File: src/rtl/seg_capture.sv
// Seven-segment display snooper: recovers per-digit hex values from a scanned, active-low LED bus.
// Latency: an input change is reflected on the digit outputs 2+STABLE_CYCLES edges later; frame_done follows one edge after.
// Backpressure: none; this is a passive observer that never stalls, and glitches shorter than the stable window are dropped.
//
// Ports:
//   clk, rst_n               : clock and synchronous active-low reset
//   an_n[7:0]                : digit anodes (active-low, bit k = digit k)
//   seg_n[6:0], dp_n         : segment a..g and decimal-point cathodes (active-low)
//   digits[31:0]             : decoded nibble per digit, digit k at [4k+3:4k]
//   dp_out, digit_valid,
//   bad_pattern [7:0]        : per-digit status from that digit's last capture
//   frame_done               : one-cycle pulse once every digit has been captured
//   multi_anode_err          : sticky flag for a stable sample with several anodes low
module seg_capture #(
    parameter int unsigned STABLE_CYCLES = 4
) (
    input  logic        clk,
    input  logic        rst_n,
    input  logic [7:0]  an_n,
    input  logic [6:0]  seg_n,
    input  logic        dp_n,
    output logic [31:0] digits,
    output logic [7:0]  dp_out,
    output logic [7:0]  digit_valid,
    output logic [7:0]  bad_pattern,
    output logic        frame_done,
    output logic        multi_anode_err
);

    typedef enum logic [1:0] {SETTLE, CAPTURE, HELD} state_t;

    localparam logic [7:0] CNT_LAST = 8'(STABLE_CYCLES - 1);

    state_t      state_q, state_d;
    logic [7:0]  cnt_q, cnt_d;
    logic [15:0] sync1_q, sync2_q, prev_q;
    logic [31:0] digits_q, digits_d;
    logic [7:0]  dp_q, dp_d;
    logic [7:0]  valid_q, valid_d;
    logic [7:0]  bad_q, bad_d;
    logic [7:0]  seen_q, seen_d;
    logic        frame_q, frame_d;
    logic        multi_q, multi_d;
    logic        do_cap;

    // Active-high views of the synchronized sample {an_n, dp_n, seg_n}.
    logic        sample_chg;
    logic [7:0]  an_act;
    logic [6:0]  seg_act;
    logic        dp_lit;
    logic [4:0]  dec;

    assign sample_chg = (sync2_q != prev_q);
    assign an_act     = ~sync2_q[15:8];
    assign dp_lit     = ~sync2_q[7];
    assign seg_act    = ~sync2_q[6:0];

    // Returns {hit, value}; lit segments ordered gfedcba.
    function automatic logic [4:0] hex_decode(input logic [6:0] s);
        case (s)
            7'h3F: return {1'b1, 4'h0};
            7'h06: return {1'b1, 4'h1};
            7'h5B: return {1'b1, 4'h2};
            7'h4F: return {1'b1, 4'h3};
            7'h66: return {1'b1, 4'h4};
            7'h6D: return {1'b1, 4'h5};
            7'h7D: return {1'b1, 4'h6};
            7'h07: return {1'b1, 4'h7};
            7'h7F: return {1'b1, 4'h8};
            7'h6F: return {1'b1, 4'h9};
            7'h77: return {1'b1, 4'hA};
            7'h7C: return {1'b1, 4'hB};
            7'h39: return {1'b1, 4'hC};
            7'h5E: return {1'b1, 4'hD};
            7'h79: return {1'b1, 4'hE};
            7'h71: return {1'b1, 4'hF};
            default: return 5'h00;
        endcase
    endfunction

    assign dec = hex_decode(seg_act);

    // Synchronizer and previous-sample register idle at all-ones (display dark).
    always_ff @(posedge clk) begin
        if (!rst_n) begin
            sync1_q <= '1;
            sync2_q <= '1;
            prev_q  <= '1;
        end else begin
            sync1_q <= {an_n, dp_n, seg_n};
            sync2_q <= sync1_q;
            prev_q  <= sync2_q;
        end
    end

    // The digit fields load on the edge that enters CAPTURE (counter reaching
    // STABLE_CYCLES-1); the CAPTURE cycle then closes out the frame bookkeeping,
    // which places frame_done exactly one edge behind the digit update.
    always_comb begin
        state_d = state_q;
        cnt_d   = cnt_q;
        do_cap  = 1'b0;
        case (state_q)
            SETTLE: begin
                if (sample_chg) begin
                    cnt_d = 8'd0;
                end else if (cnt_q == CNT_LAST - 8'd1) begin
                    cnt_d   = CNT_LAST;
                    state_d = CAPTURE;
                    do_cap  = 1'b1;
                end else begin
                    cnt_d = cnt_q + 8'd1;
                end
            end
            CAPTURE: begin
                cnt_d   = 8'd0;
                state_d = sample_chg ? SETTLE : HELD;
            end
            HELD: begin
                if (sample_chg) begin
                    state_d = SETTLE;
                    cnt_d   = 8'd0;
                end
            end
            default: begin
                state_d = SETTLE;
                cnt_d   = 8'd0;
            end
        endcase
    end

    always_comb begin
        digits_d = digits_q;
        dp_d     = dp_q;
        valid_d  = valid_q;
        bad_d    = bad_q;
        seen_d   = seen_q;
        multi_d  = multi_q;
        frame_d  = 1'b0;
        // The mask is cleared the cycle after it fills, so all-ones here always
        // means the capture just completed a frame.
        if (state_q == CAPTURE && seen_q == 8'hFF) begin
            frame_d = 1'b1;
            seen_d  = 8'h00;
        end
        if (do_cap) begin
            if (an_act != 8'h00 && (an_act & 8'(an_act - 8'd1)) == 8'h00) begin
                for (int k = 0; k < 8; k++) begin
                    if (an_act[k]) begin
                        dp_d[k]   = dp_lit;
                        seen_d[k] = 1'b1;
                        if (dec[4]) begin
                            digits_d[4*k +: 4] = dec[3:0];
                            valid_d[k]         = 1'b1;
                            bad_d[k]           = 1'b0;
                        end else begin
                            valid_d[k] = 1'b0;
                            bad_d[k]   = (seg_act != 7'h00);
                        end
                    end
                end
            end else if (an_act != 8'h00) begin
                multi_d = 1'b1;
            end
        end
    end

    always_ff @(posedge clk) begin
        if (!rst_n) begin
            state_q  <= SETTLE;
            cnt_q    <= 8'd0;
            digits_q <= '0;
            dp_q     <= '0;
            valid_q  <= '0;
            bad_q    <= '0;
            seen_q   <= '0;
            frame_q  <= 1'b0;
            multi_q  <= 1'b0;
        end else begin
            state_q  <= state_d;
            cnt_q    <= cnt_d;
            digits_q <= digits_d;
            dp_q     <= dp_d;
            valid_q  <= valid_d;
            bad_q    <= bad_d;
            seen_q   <= seen_d;
            frame_q  <= frame_d;
            multi_q  <= multi_d;
        end
    end

    assign digits          = digits_q;
    assign dp_out          = dp_q;
    assign digit_valid     = valid_q;
    assign bad_pattern     = bad_q;
    assign frame_done      = frame_q;
    assign multi_anode_err = multi_q;

endmodule

File: config.mk
export PLATFORM = sky130hd
export DESIGN_NAME = seg_capture
export DESIGN_NICKNAME = d
export VERILOG_FILES = /design/src/rtl/seg_capture.sv
export SDC_FILE = /design/constraint.sdc
export NUM_CORES = 1
export LEC_CHECK = 0
export ABC_AREA = 1
export CAP_MARGIN = 20
export CORE_ASPECT_RATIO = 1.2
export CORE_MARGIN = 2
export CORE_UTILIZATION = 50
export DETAILED_ROUTE_END_ITERATION = 7
export DONT_BUFFER_PORTS = 1
export PLACE_DENSITY = 0.64
export SLEW_MARGIN = 0
export SYNTH_ARGS = -nofsm -noshare
export SYNTH_HDL_FRONTEND = slang
export SYNTH_SLANG_ARGS = --single-unit
File: constraint.sdc
create_clock -name clk -period 2.11 [get_ports clk]
set_input_delay 0.422 -clock clk [delete_from_list [all_inputs] [get_ports clk]]
set_output_delay 0.422 -clock clk [all_outputs]
set_load 0.01 [all_outputs]
Word-level counts from Yosys, hierarchy flattened. Index checks and enable logic that the tools add are counted.

Add/sub/neg operators: 2. Eq/ne operators: 24. Muxes and demuxes: 27. Bitwise gates (word level): 5. Reductions and logical operators: 24.

Operators by type and width (number): 7-bit equality test (second input constant) (12); 5-bit one-hot mux with 16 select lines (1); 8-bit two-way mux (6); 4-bit AND reduction (8); 3-bit AND reduction (10); 16-bit != test (1); 8-bit one-hot mux with 2 select lines (1); 7-bit by 3-bit equality test with 1-bit output (second input constant) (2); 7-bit by 6-bit equality test with 1-bit output (second input constant) (2); 1-bit two-way mux (14); 8-bit by 1-bit adder with 8-bit output (second input constant) (1); 8-bit bitwise AND (1); 8-bit by 2-bit equality test with 1-bit output (second input constant) (1); 8-bit equality test (second input constant) (1); 8-bit logical NOT (1); 2-bit two-way mux (4); 8-bit inverter (1); 8-bit nonzero test (1); 8-bit by 1-bit subtractor with 8-bit output (second input constant) (1); 7-bit inverter (1); 7-bit nonzero test (1); 2-bit != test (second input constant) (3); 2-bit one-hot mux with 3 select lines (1); 2-bit by 1-bit equality test with 1-bit output (second input constant) (1); other kinds (4) (6).

Flip-flop bits (word level): 124. Input port bits: 18. Output and inout bits: 58. Word-level logic and storage cells: 122.

Logic depth before layout (Yosys ltp). Gate-level depths: netlist of the first run.

Word-level depth: 7. Gate-level depth with buffers: 14. Mapped depth without buffers: 13.

Worst setup path before layout of the first run. OpenSTA, ideal clock, no wires.

Path kind: reg-to-reg. Start point: register sync2_q[2]. End point: register digits_q[12] (netlist: digits[12]). Setup time: 132 ps. Arrival time: 1537 ps. Data required time: 1978 ps. Setup slack: 440 ps. Cell stages (with the launch flop): 15. Path buffers: 2. Period minus slack after synthesis: 1670 ps. Cells stage by stage: dfxtp_1 buf_4 nor2_1 nand2_1 nand2_1 nand2_1 nand2_1 inv_1 nand2_2 nor2_2 nor2_2 buf_6 nand3_1 nand2_1 a21oi_1.

Longest elaborated chain between the ends: 4. Elaborated cells between the ends (all ways): 22. Classes of those cells: eq/ne (17); mux (3); bitwise (1); reduce/logical (1).

RTL lines: start, declared (RTL line 36) `logic [15:0] sync1_q, sync2_q, prev_q;`; start signal, assigned (RTL line 91) `sync2_q <= sync1_q;`; 7-bit inverter / 16-bit != test (equally long branches) (RTL line 56, 53); 7-bit equality test, or another cell as far along (RTL line 60) `case (s)`; 5-bit one-hot mux with 16 select lines / 1-bit two-way mux (equally long branches) (RTL line 60, 103); 4-bit AND reduction (no line); end signal, assigned (RTL line 182) `digits_q <= digits_d;`; end, declared (RTL line 37) `logic [31:0] digits_q, digits_d;`.

Several ways; a longest one is shown, not always the timed one. A chain may end at the register's enable or synchronous reset.

Worst setup path in the final report of the first run.
Start point: register sync2_q[9]. End point: register digits_q[14] (netlist: digits[14]).

Longest elaborated chain between the ends: 6. Elaborated cells between the ends (all ways): 10. Classes of those cells: add/sub (1); eq/ne (1); mux (2); bitwise (2); reduce/logical (4).

RTL lines: 8-bit inverter (RTL line 54) `assign an_act = ~sync2_q[15:8];`; 8-bit by 1-bit subtractor with 8-bit output (RTL line 147) `if (an_act != 8'h00 && (an_act & 8'(an_act - 8'd1)) == 8'h00) begin`; 8-bit bitwise AND (RTL line 147); 8-bit logical NOT (RTL line 147); 1-bit logical AND (RTL line 147); 4-bit AND reduction (no line) *.

Every way passes the cells marked *; elsewhere a longest branch is shown, timed or not.

==> results of run 1 <==
==> worst register-to-register path, cell delays in order (launching register included) <==
cell and delay [ns]:
dfxtp_2 0.38, nand2_1 0.13, nor2_2 0.16, nand2_1 0.07, nand2_1 0.07, nand2_1 0.06, nor2_2 0.12, nand3_1 0.18
nor2_4 0.17, buf_4 0.15, clkbuf_16 0.17, nand3_1 0.09, a21oi_1 0.15
==> layer usage <==
metal / vias to the layer above / part of all wire (%) / track usage [%]
met1: 2134 / 43 / 29.2
met3: 18 / 6.0 / 6.71
met4: 0 / 2.1 / 10.0
met5: - / 0 / 0
li1: 2284 / - / -
met2: 139 / 49 / 40.6
==> area by class of cell <==
type | instances | area share (%)
Sequential cell | 124 | 40.9
Multi-Input combinational cell | 486 | 38.4
Clock buffer | 22 | 7.61
Timing Repair Buffer | 29 | 4.47
Inverter | 61 | 3.76
Tap cell | 126 | 2.59
Clock inverter | 10 | 2.28
==> state kept, by name, summed over array words and instances (netlist names) <==
signal,flops
digits,32
prev_q,16
sync1_q,16
sync2_q,16
bad_pattern,8
cnt_q,8
digit_valid,8
dp_out,8
seen_q,8
state_q,2
frame_done,1
multi_anode_err,1
==> path summary, 6_finish.rpt <==
check,startpoint,to
min,rst_n,prev_q[8]$_SDFF_PN1_
min reg2reg,sync1_q[7]$_SDFF_PN1_,sync2_q[7]$_SDFF_PN1_
max reg2reg,sync2_q[9]$_SDFF_PN1_,digits[14]$_SDFFE_PN0P_
max,sync2_q[9]$_SDFF_PN1_,digits[14]$_SDFFE_PN0P_
==> Yosys cell counts (2+ instances only) <==
cell	instances
nand2_1	198
dfxtp_1	124
nor2_1	73
nand3_1	63
a21oi_1	58
inv_1	45
or2_2	34
nand4_1	16
inv_2	15
clkbuf_1	11
a31oi_1	7
nor2_2	7
buf_2	5
nor3_1	5
o21ai_0	5
nand3_2	4
buf_6	3
nor2_4	3
buf_1	2
buf_4	2
ha_1	2
xor2_1	2
==> repair_timing <==
item                       in CTS  in global routing
hold buffers                    0                  0
pin swaps                       0                  4
resized for setup               1                 25
setup buffers                   0                  3
setup endpoints to repair       2                 66
cloned                          0                  2
==> cell families after synthesis <==
family,share of synthesized area (%)
buf+inv,6.89
fa+ha+maj,0.490
flops,48.6
compound gates,7.55
xor+xnor,0.343
simple gates,36.1
==> stage by stage <==
step | setup slack (ns) | instances | power, mW | hold slack [ns] | setup TNS, ns
finish | 0.145 | 858 | 5.62 | 0.0861 | 0
global route | -0.0350 | 858 | 5.80 | 0.0737 | -0.232
CTS | -0.0152 | 853 | 5.64 | 0.0771 | -0.0284
detailed placement | 0.0314 | 821 | 2.72 | 0.398 | 0
global placement | 0.0143 | 821 | 2.71 | 0.395 | 0
floorplan | 0.440 | 693 | 2.65 | 0.393 | 0
==> where the power goes <==
group          switching (mW)  internal [mW]
Clock                    1.02           1.92
Sequential             0.0279           2.38
Combinational           0.177         0.0954
Total                    1.22           4.40
==> results.toml, run 1 <==
[setup_path]
endpoint_kind = "register"
crit_top_cell = "nand2_1"
cp_data_arrival_time_ns = 2.30
max_stage_delay_ns = 0.38
worst_ep_required_time_ns = 2.45
worst_path_max_delay_cell = "dfxtp_2"
crit_buf_inv = 2
r2r_slack_ns = 0.14
worstPathMaxFanout = 20
critPathKind = "register to register"
startpoint_type = "register"
path_cells = "nand2_1 -> nor2_2 -> nand2_1 -> nand2_1 -> nand2_1 -> nor2_2 -> nand3_1 -> nor2_4 -> buf_4 -> clkbuf_16 -> nand3_1 -> a21oi_1"
cp.depth = 12
r2r_cells = 12
crit_family = "simple AND/OR/NAND/NOR gates"

[place]
placed_area_mm2 = 0.00536
gp_congestion = 0.914
dp_hpwl_um = 8980
io_buffers = 0

[sta]
worst_pin_slew_ns = 0.520
finClkSkew_ns = 0.00802
period_needed_ns = 1.97
relSlewSlack_pct = 65.2
finalSetupViolCount = 0
post-route-period-util_pct = 93.1
maxSlewViolCount = 0
final_hold_viol_count = 0
rsz0062_at_grt = "yes"
fmax_mhz = 509

[pwr]
vdd_drop_max_v = 0.000641
p_leak_nw = 2.64
p_per_area_mw_per_mm2 = 922

[clock_network]
cts-root-buf = "clkbuf_16"
clkSlewWorstSetupHoldPaths_ns = 0.06
cts.path.max_buffers = 2
clock-sinks = 124
cts_tree = "done"
htreeDepth = 4
numCtsBuffers = 17
clk_latency_ns = 0.41

[final_layout]
diodes = 0
area_growth_pct = 19.4
nets = 739
fin_area_mm2 = 0.00610
seq_area_mm2 = 0.00249
utilization_pct = 61.2
drive_above_1_share_pct = 20.2
fillers = 882
final_cell_mix = "198 x nand2_1, 114 x dfxtp_1, 66 x nor2_1, 60 x nand3_1, 58 x a21oi_1"
multi_input_area_mm2 = 0.00234
layout_commonest_cell = "nand2_1"

[synthesis]
synthCells = 693
yosysSeqAreaShare_pct = 48.6
synth_edf_count = 0
synth_seq_cells = 124
synthArstFlopShare_pct = 0
netlist_area_mm2 = 0.00510
synth.avg_cell_area_um2 = 7.36
synth_flop_cell = "dfxtp_1"
synth_top_area_share_pct = 48.6
ys_types = 31
ys_warn_count = 0
yosys.area.top_type = "dfxtp_1"
yosys-top-cells-area = "dfxtp_1 49%, nand2_1 15%, nand3_1 6.2%"
synth_nets = 713

[global_route]
track_usage_pct = 24.4
grt_pass1_vias = 4326
antenna_found_initial = 0
grt_overflow = 0
grt_first_pass_wirelength_um = 20500
grt_max_degree = 41

[floorplanning]
start_util_pct = 51.2
dieHeight_um = 115
core-area_mm2 = 0.00996
fp-row-count = 40
io_pins = 76
fp.dieW_um = 96.2
die-area_mm2 = 0.0110

[drt]
wl_per_cell_um = 15.0
drc_errors = 0
route.antenna.remaining_nets = 0
viasPerCell = 5.33
wirelength_um = 12900
route.vias.total = 4575
dr.pass1.iters = 6
drtIter0Drc = 272

[min_path]
whs_path_depth = 1
hold_class = "input port to register"

[run_status]
status = "completed"

[run]
cap_violations = 0
Note: power is estimated with default switching activity, not from simulation.
==> inputs of run 2 (changes only) <==
--- a/config.mk
+++ b/config.mk
@@ -11,8 +11,8 @@
 export CORE_MARGIN = 2
 export CORE_UTILIZATION = 50
 export DETAILED_ROUTE_END_ITERATION = 7
-export DONT_BUFFER_PORTS = 1
-export PLACE_DENSITY = 0.64
+export GPL_TIMING_DRIVEN = 1
+export PLACE_DENSITY = 0.74
 export SLEW_MARGIN = 0
 export SYNTH_ARGS = -nofsm -noshare
 export SYNTH_HDL_FRONTEND = slang
==> run 2 against run 1 <==
Non-clock buffer count up 94. Global-route usage up 1.4 points. Fmax down 3.7%. First-iteration DRC count up 33%. Combinational power up 29%. Largest cell class unchanged. Clock skew down 0.0028 ns. Power up 4.4%. Via count up 7.1%.
==> results.toml, run 2 (synthesis gave the netlist of run 1 again) <==
[drt]
drc_errors = 0
dr.pass1.iters = 5
wirelength_um = 13800
wl_per_cell_um = 14.5
route.vias.total = 4900
route.antenna.remaining_nets = 0
drtIter0Drc = 361
viasPerCell = 5.15

[sta]
relSlewSlack_pct = 67.5
post-route-period-util_pct = 96.7
finalSetupViolCount = 0
finClkSkew_ns = 0.00526
period_needed_ns = 2.04
fmax_mhz = 490
fin_ws_ns = 0.0690
rsz0062_at_grt = "yes"
maxSlewViolCount = 0
final_hold_viol_count = 0
worst_pin_slew_ns = 0.486
hold_slack_ns = 0.412

[clock_network]
postCtsHoldBufs = 0
cts.path.max_buffers = 2
clock-sinks = 124
cts_tree = "done"
numCtsBuffers = 17
cts-root-buf = "clkbuf_16"
htreeDepth = 4
clk_latency_ns = 0.41
clkSlewWorstSetupHoldPaths_ns = 0.06

[final_layout]
multi_input_area_mm2 = 0.00238
seq_area_mm2 = 0.00249
final_cell_mix = "187 x nand2_1, 116 x dfxtp_1, 75 x clkdlybuf4s50_1, 67 x nor2_1, 61 x nand3_1"
layout_commonest_cell = "nand2_1"
fillers = 783
nets = 832
largest_reg_flops = 32
diodes = 0
area_growth_pct = 38.7
drive_above_1_share_pct = 21.2

[floorplanning]
start_util_pct = 51.2
io_pins = 76
dieHeight_um = 115
core-area_mm2 = 0.00996
die-area_mm2 = 0.0110
fp.dieW_um = 96.2
fp-row-count = 40

[global_route]
grt_overflow = 0
grt_max_degree = 62
antenna_found_initial = 0
track_usage_pct = 25.7
grt_first_pass_wirelength_um = 21900
grt_pass1_vias = 4813

[place]
gp_congestion = 0.878
dp_slack_ns = -0.0984
io_buffers = 75
dp_hpwl_um = 9430

[pwr]
vdd_drop_max_v = 0.000819
p_per_area_mw_per_mm2 = 829
p_leak_nw = 3.01
finalPower_mw = 5.87

[run]
cap_violations = 0

[setup_path]
worstPathMaxFanout = 7
startpoint_type = "register"
worst_ep_required_time_ns = 2.46
endpoint_kind = "register"
critPathKind = "register to register"
cp_data_arrival_time_ns = 2.39

[min_path]
hold_class = "register to register"

[run_status]
status = "completed"
[run 2: changes by cell type in the layout (fill, tap and decap cells not counted), moves of 3 or more]
cell	before	now
clkdlybuf4s50_1	0	75
buf_4	25	39
nand2_1	198	187
nand2_2	1	12
buf_6	0	5
nand3_2	7	2
nand3_4	1	5
clkbuf_1	3	0
clkinv_4	0	3
inv_2	17	14
nor2_2	12	9
[run 2: power breakdown]
group	total [mW]	internal, mW	switching, mW	leakage [nW]
Clock	3.11	2.04	1.07	0.302
Sequential	2.40	2.38	0.0234	1.01
Combinational	0.352	0.142	0.210	1.71
[run 2: layout make-up]
type	count	area share, %
clock inverter	13	2.69
multi-input combinational	485	33.6
tap	126	2.23
sequential	124	35.2
inverter	61	3.31
clock buffer	19	6.40
timing repair buffer	123	16.5
[run 2: repair_timing]
| item | 4_1_cts | 5_1_grt |
|---|---|---|
| buffers inserted | 0 | 8 |
| gates cloned | 0 | 0 |
| pin swaps | 0 | 15 |
| gates resized for setup | 2 | 45 |
| setup endpoints to repair | 27 | 57 |
[run 2: worst paths after layout]
kind	startpoint	end	slack, ns	depth (start not counted)
max	sync2_q[11]$_SDFF_PN1_	dp_out[3]$_SDFFE_PN0P_	0.07	14
min	sync1_q[2]$_SDFF_PN1_	sync2_q[2]$_SDFF_PN1_	0.41	1
max reg2reg	sync2_q[11]$_SDFF_PN1_	dp_out[3]$_SDFFE_PN0P_	0.07	14
min reg2reg	sync1_q[2]$_SDFF_PN1_	sync2_q[2]$_SDFF_PN1_	0.41	1
[run 2: layer usage]
layer  vias to the layer above  global-route usage, %  share of wire [%]
li1                       2460                      -                  -
met1                      2256                   29.9                 41
met2                       154                   43.8                 52
met3                        30                   6.98                5.1
met4                         0                   10.9                2.3
met5                         -                      0                  0
[run 2: metrics by stage]
step	utilization (%)	TNS, ns	cell area, µm²	instances
final	71.1	0	7080	951
after global placement	62.3	0	6200	911
after floorplan	-	0	5100	693
after global routing	71.1	-0.431	7080	951
after CTS	68.8	0	6850	943
after detailed placement	62.3	-1.62	6200	911
[run 2: worst max-delay path, cell delays in order, from the launching register on]
cell and delay (ns):
dfxtp_2 0.32, buf_6 0.11, buf_6 0.11, nand2_2 0.04, nand2_1 0.05, nor2_1 0.11
nand2_1 0.10, nor2_4 0.21, nand3_4 0.13, nor2_4 0.25, buf_8 0.19, nand3_4 0.09
nand2_2 0.09, nand2_2 0.05, nor2_1 0.12
==> inputs of run 3 (changes only) <==
--- a/config.mk
+++ b/config.mk
@@ -10,6 +10,7 @@
 export CORE_ASPECT_RATIO = 1.2
 export CORE_MARGIN = 2
 export CORE_UTILIZATION = 50
+export CTS_CLUSTER_DIAMETER = 100
 export DETAILED_ROUTE_END_ITERATION = 7
 export GPL_TIMING_DRIVEN = 1
 export PLACE_DENSITY = 0.74
==> results of run 3 <==
Same layout as run 2: the final DEF is identical, and so are final timing and power.
